--- src/rtl/sevenseg_pkg.sv ---
// Shared types and segment patterns for the 7-segment scan controller.
// Segment order is {a,b,c,d,e,f,g}, active-high.
package sevenseg_pkg;

  localparam int DIGIT_W = 4;

  typedef enum logic [1:0] {
    IDLE,
    BLANK,
    SHOW
  } state_t;

  localparam logic [6:0] SEG_0   = 7'b1111110;
  localparam logic [6:0] SEG_1   = 7'b0110000;
  localparam logic [6:0] SEG_2   = 7'b1101101;
  localparam logic [6:0] SEG_3   = 7'b1111001;
  localparam logic [6:0] SEG_4   = 7'b0110011;
  localparam logic [6:0] SEG_5   = 7'b1011011;
  localparam logic [6:0] SEG_6   = 7'b1011111;
  localparam logic [6:0] SEG_7   = 7'b1110000;
  localparam logic [6:0] SEG_8   = 7'b1111111;
  localparam logic [6:0] SEG_9   = 7'b1110011;
  localparam logic [6:0] SEG_OFF = 7'b0000000;

endpackage

--- src/rtl/sevenseg_scan_ctrl_if.sv ---
// Control/data bundle between the BCD source, the scan controller
// and the display pins.
interface sevenseg_scan_ctrl_if
  import sevenseg_pkg::*;
#(
  parameter int NUM_DIGITS = 4
);

  logic                          en;
  logic                          load;
  logic [DIGIT_W*NUM_DIGITS-1:0] din;
  logic [6:0]                    seg;
  logic [NUM_DIGITS-1:0]         an;
  logic                          frame_tick;
  logic                          bcd_err;

  modport master (
    output en, load, din,
    input  seg, an, frame_tick, bcd_err
  );

  modport slave (
    input  en, load, din,
    output seg, an, frame_tick, bcd_err
  );

endinterface

--- src/rtl/bcd_seg_lut.sv ---
// Combinational BCD to 7-segment decoder.
// Codes above 9 decode dark and raise invalid.
module bcd_seg_lut
  import sevenseg_pkg::*;
(
  input  logic [DIGIT_W-1:0] code,
  output logic [6:0]         seg,
  output logic               invalid
);

  always_comb begin
    seg     = SEG_OFF;
    invalid = 1'b0;
    unique case (code)
      4'd0:    seg = SEG_0;
      4'd1:    seg = SEG_1;
      4'd2:    seg = SEG_2;
      4'd3:    seg = SEG_3;
      4'd4:    seg = SEG_4;
      4'd5:    seg = SEG_5;
      4'd6:    seg = SEG_6;
      4'd7:    seg = SEG_7;
      4'd8:    seg = SEG_8;
      4'd9:    seg = SEG_9;
      default: invalid = 1'b1;
    endcase
  end

endmodule

--- src/rtl/sevenseg_scan_ctrl.sv ---
// Multi-digit 7-segment scan controller with blanking gaps.
// Define SEVENSEG_SCAN_LZB_EN to enable leading-zero blanking.
module sevenseg_scan_ctrl
  import sevenseg_pkg::*;
#(
  parameter int NUM_DIGITS   = 4,
  parameter int SHOW_CYCLES  = 1000,
  parameter int BLANK_CYCLES = 4
) (
  input logic                clk,
  input logic                rst,
  sevenseg_scan_ctrl_if.slave bus
);

  localparam int MAXC = (SHOW_CYCLES > BLANK_CYCLES) ?
                        SHOW_CYCLES : BLANK_CYCLES;
  localparam int CW = (MAXC > 1) ? $clog2(MAXC) : 1;
  localparam int IW = $clog2(NUM_DIGITS);
  localparam int WW = DIGIT_W * NUM_DIGITS;

  localparam logic [CW-1:0] SHOW_LAST  = CW'(SHOW_CYCLES - 1);
  localparam logic [CW-1:0] BLANK_LAST = CW'(BLANK_CYCLES - 1);
  localparam logic [IW-1:0] IDX_LAST   = IW'(NUM_DIGITS - 1);
  localparam logic [NUM_DIGITS-1:0] AN_ONE =
    {{(NUM_DIGITS-1){1'b0}}, 1'b1};

  state_t          state, nstate;
  logic [CW-1:0]   cnt, ncnt;
  logic [IW-1:0]   idx, nidx;
  logic [WW-1:0]   shadow, active, active_nxt;
  logic            copy, tick, show_nxt, dark;
  logic [DIGIT_W-1:0] digit_nxt;
  logic [6:0]      lut_seg;
  logic            lut_inv;

  logic [6:0]            seg_q;
  logic [NUM_DIGITS-1:0] an_q;
  logic                  tick_q;
  logic                  err_q;

  always_comb begin
    nstate = state;
    ncnt   = cnt;
    nidx   = idx;
    copy   = 1'b0;
    tick   = 1'b0;
    if (!bus.en) begin
      nstate = IDLE;
      ncnt   = '0;
      nidx   = '0;
    end else begin
      unique case (state)
        IDLE: begin
          nstate = BLANK;
          ncnt   = '0;
          nidx   = '0;
          copy   = 1'b1;
        end
        BLANK: begin
          if (cnt == BLANK_LAST) begin
            nstate = SHOW;
            ncnt   = '0;
          end else begin
            ncnt = cnt + 1'b1;
          end
        end
        SHOW: begin
          if (cnt == SHOW_LAST) begin
            nstate = BLANK;
            ncnt   = '0;
            if (idx == IDX_LAST) begin
              nidx = '0;
              tick = 1'b1;
              copy = 1'b1;
            end else begin
              nidx = idx + 1'b1;
            end
          end else begin
            ncnt = cnt + 1'b1;
          end
        end
        default: begin
          nstate = IDLE;
          ncnt   = '0;
          nidx   = '0;
        end
      endcase
    end
  end

  // A load landing on the frame copy bypasses shadow
  always_comb begin
    active_nxt = active;
    if (copy) active_nxt = bus.load ? bus.din : shadow;
  end

  assign show_nxt  = (nstate == SHOW);
  assign digit_nxt = active_nxt[DIGIT_W*int'(nidx) +: DIGIT_W];

  bcd_seg_lut u_lut (
    .code    (digit_nxt),
    .seg     (lut_seg),
    .invalid (lut_inv)
  );

`ifdef SEVENSEG_SCAN_LZB_EN
  logic [NUM_DIGITS-1:0] lz;

  // lz[k]: digit k and every more-significant digit are zero
  always_comb begin
    lz = '0;
    lz[NUM_DIGITS-1] =
      (active_nxt[WW-1 -: DIGIT_W] == '0);
    for (int k = NUM_DIGITS - 2; k >= 0; k--) begin
      lz[k] = lz[k+1] &
        (active_nxt[DIGIT_W*k +: DIGIT_W] == '0);
    end
  end

  assign dark = (nidx != '0) && lz[nidx];
`else
  assign dark = 1'b0;
`endif

  always_ff @(posedge clk) begin
    if (rst) begin
      state  <= IDLE;
      cnt    <= '0;
      idx    <= '0;
      shadow <= '0;
      active <= '0;
      seg_q  <= SEG_OFF;
      an_q   <= '0;
      tick_q <= 1'b0;
      err_q  <= 1'b0;
    end else begin
      state  <= nstate;
      cnt    <= ncnt;
      idx    <= nidx;
      active <= active_nxt;
      tick_q <= tick;
      if (bus.load) shadow <= bus.din;
      an_q  <= show_nxt ? (AN_ONE << nidx) : '0;
      seg_q <= (show_nxt && !dark) ? lut_seg : SEG_OFF;
      err_q <= (err_q & ~bus.load) | (show_nxt & lut_inv);
    end
  end

  assign bus.seg        = seg_q;
  assign bus.an         = an_q;
  assign bus.frame_tick = tick_q;
  assign bus.bcd_err    = err_q;

endmodule
--- src/flat_wrapper.sv ---
// flat-port wrapper written by rule: the top's interface ports become plain ports
module sevenseg_scan_ctrl_flat import sevenseg_pkg::*;
#(
  parameter int NUM_DIGITS   = 4,
  parameter int SHOW_CYCLES  = 1000,
  parameter int BLANK_CYCLES = 4
)
  (clk, rst, bus_en, bus_load, bus_din, bus_seg, bus_an, bus_frame_tick, bus_bcd_err);
  sevenseg_scan_ctrl_if #(.NUM_DIGITS(NUM_DIGITS)) bus_i ();
  input logic clk;
  input logic rst;
  input wire logic [$bits(bus_i.en)-1:0] bus_en;
  input wire logic [$bits(bus_i.load)-1:0] bus_load;
  input wire logic [$bits(bus_i.din)-1:0] bus_din;
  output wire logic [$bits(bus_i.seg)-1:0] bus_seg;
  output wire logic [$bits(bus_i.an)-1:0] bus_an;
  output wire logic [$bits(bus_i.frame_tick)-1:0] bus_frame_tick;
  output wire logic [$bits(bus_i.bcd_err)-1:0] bus_bcd_err;
  assign bus_i.en = bus_en;
  assign bus_i.load = bus_load;
  assign bus_i.din = bus_din;
  assign bus_seg = bus_i.seg;
  assign bus_an = bus_i.an;
  assign bus_frame_tick = bus_i.frame_tick;
  assign bus_bcd_err = bus_i.bcd_err;
  sevenseg_scan_ctrl #(.NUM_DIGITS(NUM_DIGITS), .SHOW_CYCLES(SHOW_CYCLES), .BLANK_CYCLES(BLANK_CYCLES)) u_core (.clk(clk), .rst(rst), .bus(bus_i));
endmodule
--- config.mk ---
export PLATFORM = sky130hd
export DESIGN_NAME = sevenseg_scan_ctrl_flat
export DESIGN_NICKNAME = d
export VERILOG_FILES = /design/src/rtl/sevenseg_pkg.sv /design/src/rtl/sevenseg_scan_ctrl_if.sv /design/src/rtl/bcd_seg_lut.sv /design/src/rtl/sevenseg_scan_ctrl.sv /design/src/flat_wrapper.sv
export SDC_FILE = /design/constraint.sdc
export NUM_CORES = 1
export LEC_CHECK = 0
export BUFFER_PORTS_ARGS = -buffer_cell sky130_fd_sc_hd__buf_2
export CELL_PAD_IN_SITES_DETAIL_PLACEMENT = 0
export CELL_PAD_IN_SITES_GLOBAL_PLACEMENT = 1
export CORE_MARGIN = 4
export CORE_UTILIZATION = 48
export CTS_CLUSTER_SIZE = 20
export DETAILED_ROUTE_END_ITERATION = 10
export PLACE_DENSITY_LB_ADDON = 0.1
export SYNTH_ARGS = -nofsm -noshare
export SYNTH_HDL_FRONTEND = slang
export SYNTH_SLANG_ARGS = --single-unit
--- constraint.sdc ---
create_clock -name clk -period 6.82 [get_ports clk]
set_clock_uncertainty 0.15 [all_clocks]
set_input_delay 1.364 -clock clk [delete_from_list [all_inputs] [get_ports clk]]
set_output_delay 1.364 -clock clk [all_outputs]
set_load 0.01 [all_outputs]
==> results of run 1 <==
cell families after synthesis:
group / Yosys count
AND/OR/NAND/NOR: 89
multiplexers: 46
flip-flops: 59
XOR/XNOR: 10
adder cells (fa/ha/maj): 6
buffers and inverters: 17
AO/OA/AOI/OAI: 23
power breakdown:
| part | switching, mW | internal [mW] | total [mW] |
|---|---|---|---|
| clock network | 0.133 | 0.252 | 0.384 |
| registers | 0.00285 | 0.356 | 0.359 |
| logic | 0.0350 | 0.0320 | 0.0670 |
| total | 0.170 | 0.639 | 0.810 |
flip-flops by register name, summed over array words and instances, names as in the netlist:
signal,cells
u_core.cnt,10
u_core.active,16
u_core.state,2
u_core.shadow,16
u_core.bus.frame_tick,1
u_core.bus.seg,7
u_core.bus.an,4
u_core.idx,2
u_core.bus.bcd_err,1
synthesized netlist by cell type (2+ instances only):
cell type                  number
sky130_fd_sc_hd__a211oi_1       3
sky130_fd_sc_hd__a21oi_1        5
sky130_fd_sc_hd__a31oi_1        2
sky130_fd_sc_hd__and3_2         2
sky130_fd_sc_hd__buf_6          3
sky130_fd_sc_hd__clkbuf_1       7
sky130_fd_sc_hd__dfxtp_1       59
sky130_fd_sc_hd__ha_1           6
sky130_fd_sc_hd__inv_1          6
sky130_fd_sc_hd__mux2_2        18
sky130_fd_sc_hd__mux2_4         2
sky130_fd_sc_hd__mux2i_1       25
sky130_fd_sc_hd__nand2_1        9
sky130_fd_sc_hd__nand3_1        4
sky130_fd_sc_hd__nand4_1        2
sky130_fd_sc_hd__nor2_1        34
sky130_fd_sc_hd__nor2b_1       17
sky130_fd_sc_hd__nor3_1         3
sky130_fd_sc_hd__o21ai_0        4
sky130_fd_sc_hd__or3_1          2
sky130_fd_sc_hd__xnor2_1        6
sky130_fd_sc_hd__xor2_1         4
layout by cell type (no fill, tap or decap), drive strengths merged, types with 2 or more instances in the layout:
master,instances
xnor2,6
bufinv,3
nand3,4
mux2i,26
buf,32
o21ai,6
or2,2
or3,2
nor3,4
inv,7
and3,2
ha,6
a31oi,3
a211oi,3
a21oi,5
nor2,35
clkinv,2
nand4,2
mux2,20
nor2b,17
xor2,4
or4,2
nand2,9
clkbuf,11
dfxtp,59
final cells by class:
cell class,instances,area (um2)
inverters,7,26.3
multi-input cells,174,1330
flip-flops and latches,59,1180
well taps,70,87.6
clock inverters,5,100
clock buffers,11,141
repair buffers,32,160
fillers,477,2150
routing by layer:
layer  global-route usage  vias to the layer above  part of all wire
li1                     -                      927                 -
met1                0.193                      816              0.49
met2                0.243                       26              0.45
met3               0.0548                       11             0.049
met4               0.0709                        0             0.019
met5                    0                        -                 0
how the worst min path moves through the flow:
| stage | from | to | slack [ns] | cells past startpoint |
|---|---|---|---|---|
| finish | u_core.cnt[0]$_SDFF_PP0_ | u_core.cnt[0]$_SDFF_PP0_ | 0.31 | 1 |
| global route | u_core.cnt[0]$_SDFF_PP0_ | u_core.cnt[0]$_SDFF_PP0_ | 0.35 | 1 |
| CTS | u_core.cnt[0]$_SDFF_PP0_ | u_core.cnt[0]$_SDFF_PP0_ | 0.32 | 1 |
| detailed placement | u_core.cnt[0]$_SDFF_PP0_ | u_core.cnt[0]$_SDFF_PP0_ | 0.30 | 1 |
| global placement | u_core.cnt[0]$_SDFF_PP0_ | u_core.cnt[0]$_SDFF_PP0_ | 0.29 | 1 |
| floorplan | u_core.cnt[0]$_SDFF_PP0_ | u_core.cnt[0]$_SDFF_PP0_ | 0.28 | 1 |
per-stage QoR:
stage | setup slack [ns] | hold WS [ns] | cell area [um2]
2_1_floorplan | 3.19 | 0.276 | 2590
3_3_place_gp | 3.15 | 0.288 | 2780
3_5_place_dp | 3.08 | 0.302 | 2780
4_1_cts | 3.16 | 0.317 | 3020
5_1_grt | 2.90 | 0.353 | 3020
6_report | 3.17 | 0.313 | 3020
worst reg2reg max path, stage by stage, from the launching register on:
cell and delay [ns]:
sky130_fd_sc_hd__dfxtp_1 0.37, sky130_fd_sc_hd__ha_1 0.22, sky130_fd_sc_hd__or3b_4 0.43, sky130_fd_sc_hd__nor3_4 0.22
sky130_fd_sc_hd__mux2_4 0.33, sky130_fd_sc_hd__a22oi_2 0.14, sky130_fd_sc_hd__or2_0 0.62, sky130_fd_sc_hd__mux2i_4 0.50
sky130_fd_sc_hd__inv_2 0.08, sky130_fd_sc_hd__or3_1 0.35, sky130_fd_sc_hd__a31oi_1 0.16
==> results.txt, run 1 <==
----------------------------------------------------
[Drt]
  TritonRoute pass-1 iters ... 4
  DRC Markers ... 0
  Routed via count ... 1780
  Final wirelength ... 4570 um
  DR iter-0 viols ... 81
  Number of nets with antenna violations after detailed routing ... 0
  Vias per cell ... 4.97
  Wire length per cell ... 12.8 um

[Placed design]
  Number of port buffers ... 32
  Placed Cells ... 342
  RD Place Congestion ... 0.750
  Detailed placement HPWL ... 3080 um

[Critical path]
  Crit path capture type ... flip-flop
  Category of cells accounting for the largest share of critical-path delay ... simple AND/OR/NAND/NOR gates
  Category of the most critical setup path ... reg -> reg
  Buf/Inv on CP ... 1
  Count of cells along the worst register-to-register path ... 10
  Kind of start point of the critical path ... flip-flop
  CP Data Required Time ... 6.92 ns
  Worst path cell trace ... ha_1 > or3b_4 > nor3_4 > mux2_4 > a22oi_2 > or2_0 > mux2i_4 > inv_2 > or3_1 > a31oi_1
  Capturing instance or port of the critical path ... u_core.bus.seg[3]$_SDFF_PP0_
  Slowest cell delay on critical path ... 0.62 ns
  Reg-to-reg critical path endpoint ... u_core.bus.seg[3]$_SDFF_PP0_
  Count of cell instances traversed by the critical path ... 10
  Critical-path top delay cell ... sky130_fd_sc_hd__or2_0
  Reg2reg start ... u_core.cnt[0]$_SDFF_PP0_
  Timing startpoint of the critical path ... u_core.cnt[0]$_SDFF_PP0_
  Flop-to-flop setup slack ... 3.17 ns
  Worst path arrival time ... 3.76 ns
  Worst-path fanout max ... 10

[Timing]
  Setup-violating endpoint count in the final report ... 0
  Hold Fails Final Rpt ... 0
  Maximum clock frequency ... 0.274 GHz
  Relative max-transition margin ... 0.490
  Transition time at the pin with the least slew margin ... 0.763 ns
  Setup repair after global routing missed its margin ... no
  Min Tclk post-route ... 3.65 ns
  Portion of the clock cycle consumed by the worst path in the final layout ... 0.536
  Final Slew Violations ... 0
  Final sum of negative setup slack ... 0 ns

[Power]
  P_leak ... 1.32 nW
  Power density cells ... 268 nW/um2
  Highest ir drop seen on vdd ... 0.000125 V
  Total power of the final layout ... 810 uW

[CTS]
  Post-CTS clock slew at the launch and capture registers of the worst setup and hold paths ... 0.06 ns
  Cts hold-fix bufs ... 0
  CTS sink count ... 59
  Number of setup buffers added after CTS ... 0
  Root cell of the clock tree ... sky130_fd_sc_hd__clkbuf_8
  Clock Tree Buf Depth ... 2
  Total clock buffers created by CTS ... 9
  Post-cts repair resize count ... 0
  TritonCTS clock tree ... done
  Insertion delay of the later-clocked pin in the worst-skew pair ... 0.33 ns
  H-tree lvl count ... 3

[Hold path]
  Worst min-delay path category ... reg -> reg

[Logic synthesis]
  Sequential fraction of the synthesis area ... 0.455
  Combined area of all synthesized cells ... 2590 um2
  Mean area per synthesized cell ... 10.4 um2
  Synth top area share ... 0.455
  Post-Synth Adder-Cell Area ... 0.0289
  Fraction of the mapped netlist area in simple logic gates ... 0.188
  Dominant combinational cell family by area after synthesis ... multiplexers
  Asr flop ratio synth ... 0
  Synth cell types ... 49
  Count of flip-flops with a built-in enable after synthesis ... 0
  Register bit count reported by yosys ... 59
  Area contributors post-synth ... sky130_fd_sc_hd__dfxtp_1, sky130_fd_sc_hd__mux2i_1, sky130_fd_sc_hd__mux2_2
  Library cell occupying the most area in the post-synthesis netlist ... sky130_fd_sc_hd__dfxtp_1
  Post-synthesis compound-gate area fraction ... 0.0661
  Xor/xnor share of the synthesized area ... 0.0338
  Total number of yosys warnings ... 0
  Syn_nets ... 276
  Flip-flop cell with the highest count after synthesis ... sky130_fd_sc_hd__dfxtp_1
  Multiplexer area fraction after synthesis ... 0.195
  Number of instances in the synthesized netlist ... 250

[Floorplan]
  Number of I/O pins ... 33
  Vert. Die Dim ... 81.5 um
  Total Die Area ... 6650 um2
  Initial standard-cell utilization of the core ... 0.502
  Chip width ... 81.5 um
  Cell Rows ... 26
  Placeable core region ... 5170 um2

[Status]
  Result of the run ... completed

[Final layout]
  Utilization after layout ... 0.585
  Final antenna diode count ... 0
  Fraction of final layout cells with drive strength greater than 1 ... 0.285
  Net count of the finished layout ... 309
  Number of non-filler instances in the completed layout ... 358
  P&R area growth vs syn ... 16.5%

[Flow run]
  Max capacitance violation total ... 0

[GRT]
  Number of global-route vias before repair ... 1751
  Global-route wire length before repair ... 7850 um
  Aggregate global-route resource usage ... 0.156
  Global-route congestion overflow total ... 0
  Initial antenna violation count ... 0
  Largest net degree at the start of global routing ... 39

----------------------------------------------------
(Power assumes the default switching activity.)
==> inputs of run 2 (changes only) <==
- CORE_UTILIZATION: 48 -> 44
- clock period: 6.82 -> 3.81 ns (I/O delays scaled with it)
==> results.txt, run 2 (synthesis results as in run 1) <==
----------------------------------------------------
[Status]
  Result of the run ... completed (unchanged)

[CTS]
  Number of setup buffers added after CTS ... 0 (unchanged)
  TritonCTS clock tree ... done (unchanged)
  Root cell of the clock tree ... sky130_fd_sc_hd__clkbuf_8 (unchanged)
  Post-CTS clock slew at the launch and capture registers of the worst setup and hold paths ... 0.06 ns (about the same)
  H-tree lvl count ... 3 (unchanged)
  Total clock buffers created by CTS ... 9 (unchanged)
  Insertion delay of the later-clocked pin in the worst-skew pair ... 0.32 ns (was 0.33 ns)
  Post-cts repair resize count ... 0 (unchanged)
  Clock Tree Buf Depth ... 2 (unchanged)
  Cts hold-fix bufs ... 0 (unchanged)
  CTS sink count ... 59 (unchanged)

[Timing]
  Maximum clock frequency ... 0.311 GHz (was 0.274 GHz)
  Setup repair after global routing missed its margin ... no (unchanged)
  Setup-violating endpoint count in the final report ... 0 (unchanged)
  Worst path setup slack after routing ... 0.598 ns (was 3.17 ns)
  Min Tclk post-route ... 3.21 ns (was 3.65 ns)
  Hold Fails Final Rpt ... 0 (unchanged)
  Final sum of negative setup slack ... 0 ns (unchanged)
  Portion of the clock cycle consumed by the worst path in the final layout ... 0.843 (was 0.536)
  Transition time at the pin with the least slew margin ... 0.734 ns (was 0.763 ns)
  Relative max-transition margin ... 0.508 (was 0.490)
  Final Slew Violations ... 0 (unchanged)
  Hold slack ... 0.313 ns (about the same)

[Hold path]
  Hold Crit Endpoint ... u_core.cnt[0]$_SDFF_PP0_ (unchanged)
  Worst min-delay path category ... reg -> reg (unchanged)
  Number of cells traversed by the worst hold path ... 1 (unchanged)
  Hold Path Origin ... u_core.cnt[0]$_SDFF_PP0_ (unchanged)

[Placed design]
  RD Place Congestion ... 0.748 (was 0.750)
  Detailed placement HPWL ... 3430 um (was 3080 um)
  Placed cell area ... 2820 um2 (was 2780 um2)
  Number of port buffers ... 32 (unchanged)
  Post-placement worst setup slack ... 0.591 ns (was 3.08 ns)
  Placed Cells ... 348 (was 342)

[Critical path]
  Count of cells along the worst register-to-register path ... 11 (was 10)
  Worst path arrival time ... 3.31 ns (was 3.76 ns)
  Kind of start point of the critical path ... flip-flop (unchanged)
  Worst-path fanout max ... 10 (unchanged)
  Flop-to-flop setup slack ... 0.60 ns (was 3.17 ns)
  Crit path capture type ... flip-flop (unchanged)
  CP Data Required Time ... 3.91 ns (was 6.92 ns)
  Reg2reg start ... u_core.cnt[0]$_SDFF_PP0_ (unchanged)
  Category of the most critical setup path ... reg -> reg (unchanged)
  Reg-to-reg critical path endpoint ... u_core.bus.seg[3]$_SDFF_PP0_ (unchanged)

[Final layout]
  Highest-count cells in the layout ignoring fill and taps ... sky130_fd_sc_hd__dfxtp_1, sky130_fd_sc_hd__nor2_1, sky130_fd_sc_hd__buf_2 (unchanged)
  Net count of the finished layout ... 313 (was 309)
  Area taken by multi-input logic gates ... 1330 um2 (unchanged)
  Utilization after layout ... 0.534 (was 0.585)
  Most common cell after layout, fill and taps aside ... sky130_fd_sc_hd__dfxtp_1 (unchanged)
  P&R area growth vs syn ... 15.4% (was 16.5%)
  Largest registers ... u_core.active x16, u_core.shadow x16, u_core.cnt x10 (unchanged)
  Filler cells ... 555 (was 477)
  Final antenna diode count ... 0 (unchanged)
  Fraction of final layout cells with drive strength greater than 1 ... 0.292 (was 0.285)
  Final cell area excluding filler cells ... 2990 um2 (was 3020 um2)
  Storage element area ... 1180 um2 (unchanged)
  Number of non-filler instances in the completed layout ... 363 (was 358)

[GRT]
  Global-route wire length before repair ... 8740 um (was 7850 um)
  Global-route congestion overflow total ... 0 (unchanged)
  Largest net degree at the start of global routing ... 38 (was 39)
  Number of global-route vias before repair ... 1917 (was 1751)
  Aggregate global-route resource usage ... 0.152 (was 0.156)
  Initial antenna violation count ... 0 (unchanged)

[Drt]
  DR iter-0 viols ... 61 (was 81)
  Vias per cell ... 4.99 (was 4.97)
  Final wirelength ... 4940 um (was 4570 um)
  TritonRoute pass-1 iters ... 4 (unchanged)
  Routed via count ... 1810 (was 1780)
  Number of nets with antenna violations after detailed routing ... 0 (unchanged)
  Wire length per cell ... 13.6 um (was 12.8 um)
  DRC Markers ... 0 (unchanged)

[Floorplan]
  Cell Rows ... 27 (was 26)
  Number of I/O pins ... 33 (unchanged)
  Placeable core region ... 5610 um2 (was 5170 um2)
  Initial standard-cell utilization of the core ... 0.463 (was 0.502)
  Vert. Die Dim ... 84.8 um (was 81.5 um)
  Chip width ... 84.8 um (was 81.5 um)
  Total Die Area ... 7190 um2 (was 6650 um2)

[Power]
  Highest ir drop seen on vdd ... 0.000202 V (was 0.000125 V)
  P_leak ... 1.31 nW (was 1.32 nW)
  Power density cells ... 424 nW/um2 (was 268 nW/um2)
  Total power of the final layout ... 1.27 mW (was 810 uW)

[Flow run]
  Max capacitance violation total ... 0 (unchanged)

----------------------------------------------------
-- run 2: worst max-delay path by stage --
stage	from	endpoint	cells after the start
4_1_cts	u_core.cnt[0]$_SDFF_PP0_	u_core.bus.seg[3]$_SDFF_PP0_	11
3_3_place_gp	u_core.cnt[0]$_SDFF_PP0_	u_core.bus.seg[3]$_SDFF_PP0_	11
3_5_place_dp	u_core.cnt[0]$_SDFF_PP0_	u_core.bus.seg[3]$_SDFF_PP0_	11
5_1_grt	u_core.cnt[0]$_SDFF_PP0_	u_core.bus.seg[3]$_SDFF_PP0_	11
6_report	u_core.cnt[0]$_SDFF_PP0_	u_core.bus.seg[3]$_SDFF_PP0_	11
2_1_floorplan	bus_load	u_core.bus.seg[3]$_SDFF_PP0_	8
-- run 2: worst max-delay path: stages (launching register included) --
cell and delay, ns:
sky130_fd_sc_hd__dfxtp_1 0.36, sky130_fd_sc_hd__ha_1 0.21, sky130_fd_sc_hd__or3b_4 0.43, sky130_fd_sc_hd__nor3_4 0.22
sky130_fd_sc_hd__mux2_4 0.33, sky130_fd_sc_hd__a22oi_2 0.13, sky130_fd_sc_hd__or2_0 0.12, sky130_fd_sc_hd__buf_4 0.19
sky130_fd_sc_hd__mux2i_4 0.41, sky130_fd_sc_hd__inv_2 0.08, sky130_fd_sc_hd__or3_1 0.35, sky130_fd_sc_hd__a31oi_1 0.15
-- run 2: layout make-up --
cell class,count,share of cell area
Multi-Input combinational cell,174,0.443
Sequential cell,59,0.394
Timing Repair Buffer,36,0.0635
Clock buffer,13,0.0564
Tap cell,72,0.0301
Inverter,7,0.00878
Clock inverter,2,0.00334
-- run 2: routing by layer --
layer  global-route usage  part of all wire
met1                0.179              0.46
met2                0.256              0.48
met3               0.0569             0.041
met5                    0                 0
met4               0.0518             0.012
-- run 2: report_power, final --
group	leakage, nW	switching (mW)	internal (mW)
sequential	0.481	0.00529	0.637
clock	0.0953	0.221	0.284
combinational	0.736	0.0635	0.0588
total	1.31	0.290	0.980
